## src/rtl/fifo_rd_streamer_pkg.sv

```systemverilog
// Shared types for the fifo read streamer: skid depth, pointer/occupancy types, pointer wrap helper.
package fifo_rd_streamer_pkg;

  localparam int SKID_DEPTH = 3;

  typedef logic [1:0] skid_ptr_t;
  typedef logic [1:0] skid_occ_t;

  function automatic skid_ptr_t skid_ptr_inc(input skid_ptr_t p);
    return (p == skid_ptr_t'(SKID_DEPTH - 1)) ? '0 : p + 2'd1;
  endfunction

endpackage

```

## src/rtl/stream_skid_buf.sv

```systemverilog
// 3-entry circular skid buffer: push writes at wr_ptr, pop advances rd_ptr, dat_o shows the head.
// Head is combinational from registers; push and pop in the same clock leave occupancy unchanged.
module stream_skid_buf
  import fifo_rd_streamer_pkg::*;
#(
  parameter int DWIDTH = 8
) (
  input  logic              clk_i,
  input  logic              arst_i,
  input  logic              push_i,
  input  logic [DWIDTH-1:0] push_dat_i,
  input  logic              pop_i,
  output skid_occ_t         occ_o,
  output logic [DWIDTH-1:0] dat_o
);

  logic [DWIDTH-1:0] mem_q [SKID_DEPTH];
  skid_ptr_t         wr_ptr_q, wr_ptr_d;
  skid_ptr_t         rd_ptr_q, rd_ptr_d;
  skid_occ_t         occ_q, occ_d;

  always_comb begin
    wr_ptr_d = push_i ? skid_ptr_inc(wr_ptr_q) : wr_ptr_q;
    rd_ptr_d = pop_i ? skid_ptr_inc(rd_ptr_q) : rd_ptr_q;
    occ_d    = occ_q + skid_occ_t'(push_i) - skid_occ_t'(pop_i);
  end

  always_ff @(posedge clk_i or posedge arst_i) begin
    if (arst_i) begin
      for (int i = 0; i < SKID_DEPTH; i++) mem_q[i] <= '0;
      wr_ptr_q <= '0;
      rd_ptr_q <= '0;
      occ_q    <= '0;
    end else begin
      if (push_i) mem_q[wr_ptr_q] <= push_dat_i;
      wr_ptr_q <= wr_ptr_d;
      rd_ptr_q <= rd_ptr_d;
      occ_q    <= occ_d;
    end
  end

  assign occ_o = occ_q;
  assign dat_o = mem_q[rd_ptr_q];

  // The upstream credit check guarantees a free slot for every word in flight.
  push_into_full_a: assert property (@(posedge clk_i) disable iff (arst_i)
    !(push_i && occ_q == skid_occ_t'(SKID_DEPTH)));

endmodule

```

## src/rtl/fifo_rd_streamer.sv

```systemverilog
// Normal-mode fifo read master: rdreq credit logic, 1-clk q capture into a skid buffer, valid/ready out.
// Optional transfer counter on words_o when FIFO_RD_STREAMER_STAT_EN is defined.
module fifo_rd_streamer
  import fifo_rd_streamer_pkg::*;
#(
  parameter int DWIDTH = 8
`ifdef FIFO_RD_STREAMER_STAT_EN
  , parameter int CNT_WIDTH = 16
`endif
) (
  input  logic                 clk_i,
  input  logic                 arst_i,
  input  logic                 enable_i,
  input  logic [DWIDTH-1:0]    fifo_q_i,
  input  logic                 fifo_empty_i,
  output logic                 fifo_rdreq_o,
  output logic [DWIDTH-1:0]    data_o,
  output logic                 valid_o,
  input  logic                 ready_i
`ifdef FIFO_RD_STREAMER_STAT_EN
  , output logic [CNT_WIDTH-1:0] words_o
`endif
);

  logic      inflight_q;
  skid_occ_t occ;
  logic [2:0] credit_used;
  logic      pop;

  // Words buffered plus the one in flight must leave room, so rdreq never depends on ready_i.
  assign credit_used  = {1'b0, occ} + {2'b00, inflight_q};
  assign fifo_rdreq_o = !arst_i && enable_i && !fifo_empty_i && (credit_used < 3'(SKID_DEPTH));
  assign valid_o      = (occ != '0);
  assign pop          = valid_o && ready_i;

  always_ff @(posedge clk_i or posedge arst_i) begin
    if (arst_i) inflight_q <= 1'b0;
    else        inflight_q <= fifo_rdreq_o;
  end

  stream_skid_buf #(.DWIDTH(DWIDTH)) u_skid (
    .clk_i      (clk_i),
    .arst_i     (arst_i),
    .push_i     (inflight_q),
    .push_dat_i (fifo_q_i),
    .pop_i      (pop),
    .occ_o      (occ),
    .dat_o      (data_o)
  );

`ifdef FIFO_RD_STREAMER_STAT_EN
  logic [CNT_WIDTH-1:0] words_q, words_d;

  assign words_d = pop ? words_q + CNT_WIDTH'(1) : words_q;

  always_ff @(posedge clk_i or posedge arst_i) begin
    if (arst_i) words_q <= '0;
    else        words_q <= words_d;
  end

  assign words_o = words_q;
`endif

endmodule

```

## config.mk

```make
export PLATFORM = sky130hd
export DESIGN_NAME = fifo_rd_streamer
export DESIGN_NICKNAME = d
export VERILOG_FILES = /design/src/rtl/fifo_rd_streamer_pkg.sv /design/src/rtl/stream_skid_buf.sv /design/src/rtl/fifo_rd_streamer.sv
export SDC_FILE = /design/constraint.sdc
export NUM_CORES = 1
export LEC_CHECK = 0
export BUFFER_PORTS_ARGS = -buffer_cell sky130_fd_sc_hd__buf_2
export CAP_MARGIN = 30
export CORE_MARGIN = 10
export CORE_UTILIZATION = 59
export CTS_CLUSTER_DIAMETER = 60
export DETAILED_ROUTE_END_ITERATION = 12
export PLACE_DENSITY_LB_ADDON = 0.3
export SYNTH_ARGS = -nofsm -noshare
export SYNTH_HDL_FRONTEND = slang
export SYNTH_SLANG_ARGS = --single-unit
export TNS_END_PERCENT = 1
```

## constraint.sdc

```tcl
create_clock -name clk_i -period 3.1 [get_ports clk_i]
set_input_delay 0.155 -clock clk_i [delete_from_list [all_inputs] [get_ports clk_i]]
set_output_delay 0.155 -clock clk_i [all_outputs]
set_load 0.1 [all_outputs]
```

== Word-level counts from Yosys, hierarchy flattened ==
Index checks and enable logic that the tools add are counted.

* Bits in registers: 31
* Logic and storage cells: 36
* Input bits: 13

* Reduce and logical (&&, ||, !) cells: 8
* Bitwise operators: 2
* Muxes and demuxes: 8
* Add/sub/neg operators: 5
* Equality and inequality tests: 2
* Magnitude comparators: 4

{| class="wikitable"
|+ Operators by type and width
! kind !! number
|-
| $bwmux W24 || 1
|-
| $mux W8 || 3
|-
| $bmux W8 S2 || 1
|-
| $demux W8 S2 || 1
|-
| $ge A3 B3 Y1 const B || 2
|-
| $not A2 Y3 || 2
|-
| $logic_and A1 B1 Y1 || 5
|-
| $add A2 B1 Y2 const B || 2
|-
| $eq A2 B2 Y1 const B || 2
|-
| $mux W2 || 2
|-
| $add A2 B1 Y3 || 1
|-
| $lt A3 B1 Y1 const B || 1
|-
| $lt A3 B2 Y1 const B || 1
|-
| $add A2 B1 Y2 || 1
|-
| $logic_not A1 Y1 || 2
|-
| $reduce_bool A2 Y1 || 1
|-
| $sub A2 B1 Y2 || 1
|}

== Longest topological paths before layout ==
* Depth in word-level cells: 6
* Gate-level depth with buffers: 7
* Depth with buffers taken out: 7

== Cells and area by module ==
From an unflattened synthesis, not the netlist that was laid out.

* Cell total of the unflattened synthesis: 101
* Area total of the unflattened synthesis: 1415.1 sq um

{| class="wikitable"
|+ By module, submodules not included
! module !! cells each !! seq. area each (sq um) !! area an instance (sq um) !! times used
|-
| stream_skid_buf || 93 || 750.7 || 1333.8 || 1
|-
| fifo_rd_streamer || 8 || 25.0 || 81.3 || 1
|}

== Worst setup path after synthesis ==
No wires, ideal clock.

* Path kind: flip-flop to flip-flop
* From: register inflight_q
* To: register inflight_q
* Clock period less this slack: 3.190 ns
* Arrival time: 2.903 ns
* Path slack: -0.090 ns
* Required time: 2.813 ns
* Cell stages (with the launch flop): 5
* Cell sequence: dfrtp_1 ha_1 ha_1 or4b_2 a21oi_1

* Cells in the longest elaborated chain, start to end: 3

{| class="wikitable"
|+ RTL lines
! item !! RTL line !! source
|-
| from (decl) || fifo_rd_streamer.sv:25 || <nowiki>logic inflight_q;</nowiki>
|-
| from (signal assigned) || fifo_rd_streamer.sv:38 || <nowiki>else inflight_q <= fifo_rdreq_o;</nowiki>
|-
| $add A2 B1 Y3 || fifo_rd_streamer.sv:31 || <nowiki>assign credit_used = {1'b0, occ} + {2'b00, inflight_q};</nowiki>
|-
| $lt A3 B2 Y1 || fifo_rd_streamer.sv:32 || <nowiki>assign fifo_rdreq_o = !arst_i && enable_i && !fifo_empty_i && (credit_used < 3'(SKID_DEPTH));</nowiki>
|-
| $logic_and A1 B1 Y1 || fifo_rd_streamer.sv:32 ||
|-
| net fifo_rdreq_o || fifo_rd_streamer.sv:16 || <nowiki>output logic fifo_rdreq_o,</nowiki>
|}

The timed path passes the listed nets, and every way through them passes these cells.
A chain may end at the register's enable or synchronous reset.

== Final worst setup path ==
* From: register inflight_q
* To: output fifo_rdreq_o

* Cells in the longest elaborated chain, start to end: 3

{| class="wikitable"
|+ RTL lines
! item !! RTL line
|-
| $add A2 B1 Y3 || fifo_rd_streamer.sv:31
|-
| $lt A3 B2 Y1 || fifo_rd_streamer.sv:32
|-
| $logic_and A1 B1 Y1 || fifo_rd_streamer.sv:32
|-
| to (decl) || fifo_rd_streamer.sv:16
|}

Every way passes these cells.

==> impl_metrics.py <==
metrics = {
    "outcome": {
        "status": "finished clean",
    },
    "global_routing": {
        "grt_busiest_layer": "met2",
        "overflow": 0,
        "use_met2": 0.190,
        "grt_first_pass_wirelength_mm": 4.72,
        "use_met1": 0.137,
        "grt_max_degree": 20,
        "grtUsageMet3": 0.0670,
        "grt_util_all_layers": 0.122,
        "grt_pass1_vias": 981,
        "antenna_found_initial": 0,
    },
    "layout": {
        "area_delta_synth_final_pct": 17.8,
        "final_nets": 152,
        "num_antenna_cells": 0,
        "drive_gt1_frac": 0.456,
        "fin_util": 0.745,
    },
    "sta": {
        "fin_crit_ns": 2.59,
        "hold_violations": 0,
        "fmax_mhz": 387,
        "slew_viol_final": 0,
        "rsz0062_at_grt": "false",
        "tns_ns": 0,
        "setup_viol": 0,
        "max-slew-margin-rel": 0.493,
        "fin_skew_ns": 0.0133,
        "tightestPinTransition_ns": 0.761,
        "period_share": 0.835,
    },
    "clock_tree": {
        "cts_tree": "built",
        "insertion_delay_ns": 0.34,
        "cts_made_buffers": 5,
        "cts_max_level": 2,
        "clkSinkCount": 31,
        "root_buffer": "clkbuf_4",
        "cts_resized": 0,
        "path_clk_slew_ns": 0.10,
        "clock_path_buffers": 2,
    },
    "synthesis": {
        "syn-num-nets": 125,
        "synth_edf_count": 0,
        "seq_area_frac_synth": 0.544,
        "ys.flop_type": "dfrtp_1",
        "syn_area_sq_um": 1430,
        "yosysTopAreaCell": "dfrtp_1",
        "ys_async_sr_fraction": 1.00,
        "synthCells": 108,
        "synthTopCellsByArea": "dfrtp_1 (54%), mux2_2 (21%), mux2i_1 (5.6%)",
        "avgSynthCellArea_sq_um": 13.2,
        "yosys.area.top_type_share": 0.544,
        "ys_ff_latch": 31,
        "ys_types": 20,
        "yosys_warnings": 0,
        "synthTopCellsByCount": "dfrtp_1 (31), mux2_2 (26), mux2i_1 (8)",
        "yosys.cell_count.top_type": "dfrtp_1",
    },
    "route": {
        "wl_mm": 2.71,
        "first_pass_iters": 4,
        "routedWlPerCell_um": 16.5,
        "drc_errors": 0,
        "drt_iter0_drc": 32,
        "via_per_inst": 5.45,
        "vias": 894,
        "ant_nets": 0,
    },
    "setup_path": {
        "cp.required_ns": 2.94,
        "cp-start-kind": "flip-flop",
        "arrival_ns": 2.43,
        "r2r_cells": 7,
        "r2r-start": "u_skid.occ_o[0]",
        "cp_max_fo": 7,
        "worstSetupPathType": "flip-flop to output pin",
        "cp-end-kind": "output pin",
        "startpoint": "inflight_q",
    },
    "placement": {
        "gp_congestion": 0.702,
        "port-buffer-count": 22,
        "dpl.hpwl_mm": 1.92,
    },
    "min_path": {
        "hold_depth": 3,
        "hold_path.class": "primary input to flip-flop",
        "min-delay-start": "fifo_empty_i",
    },
    "floorplan": {
        "die-area_sq_um": 4780,
        "core_sq_um": 2250,
        "fp.dieW_um": 69.2,
        "die_y_um": 69.2,
        "row_count": 17,
        "start_util": 0.633,
        "ios": 23,
    },
    "job": {
        "cap_violations": 0,
    },
}
[worst max-delay path: stages (launching register included)]
cell     delay (ns)
dfrtp_1        0.47
ha_1           0.23
ha_1           0.16
or4b_2         0.62
a21oi_2        0.15
buf_2          0.45
[through the flow]
step           setup slack (ns)  instances  cell area [sq um]  hold WS (ns)
2_1_floorplan             0.116        108               1430         0.259
3_3_place_gp              0.937        154               1560         0.410
3_5_place_dp              0.890        155               1580         0.309
4_1_cts                   0.503        164               1680        0.0621
5_1_grt                   0.391        164               1680        0.0489
6_report                  0.513        164               1680        0.0658
[final timing paths]
check                                   to  slack (ns)
hold / removal                  inflight_q        0.07
max in group asynchronous  u_skid.mem_q[1]        2.09
setup / recovery              fifo_rdreq_o        0.51
min in group asynchronous  u_skid.occ_o[0]        0.47
setup reg to reg           u_skid.occ_o[1]        1.23
hold reg to reg            u_skid.mem_q[0]        0.51
[timing repair]
item,CTS,global route
hold buffers,1,0
hold endpoints to repair,15,0
setup buffers,0,0
setup endpoints to repair,0,0
[cell families after synthesis]
family | count (synthesis) | share of synthesized area
AOI/OAI and AO/OA | 12 | 0.0500
xor gates and xnor gates | 2 | 0.0123
adders and majority gates | 4 | 0.0351
buffers and inverters | 10 | 0.0289
DFF | 31 | 0.544
muxes | 34 | 0.261
and+or+nand+nor | 15 | 0.0684
[sequential cells by signal, summed over array words and instances, names as in the netlist]
| signal | cells |
|---|---|
| inflight_q | 1 |
| u_skid.occ_o | 2 |
| u_skid.mem_q | 24 |
| u_skid.rd_ptr_q | 2 |
| u_skid.wr_ptr_q | 2 |
[layout by cell type, fill, tap and decap left out, types with 2 or more instances in the layout]
cell,instances
dfrtp_1,31
mux2i_1,8
o22ai_1,7
clkbuf_4,5
nand3b_1,2
mux2_2,26
o21ai_0,3
ha_1,4
inv_1,6
buf_2,22
nand2_1,7
xnor2_1,2
[layer usage]
layer  wire length [um]  share of wire  vias to the layer above
li1                   -              -                      440
met1               1160           0.43                      427
met2               1320           0.49                       21
met3                201          0.074                        6
met4                 39          0.014                        0
met5                  0              0                        -
[layout make-up]
type	instances	area, sq um
Sequential cell	31	776
Tap cell	28	35.0
Timing Repair Buffer	24	148
Multi-Input combinational cell	67	613
Clock buffer	6	51.3
Fill cell	162	574
Inverter	6	22.5
Clock inverter	2	35.0
Power is not shown: default switching activity piles up to over one toggle a cycle in this logic, so the estimate is an artifact.
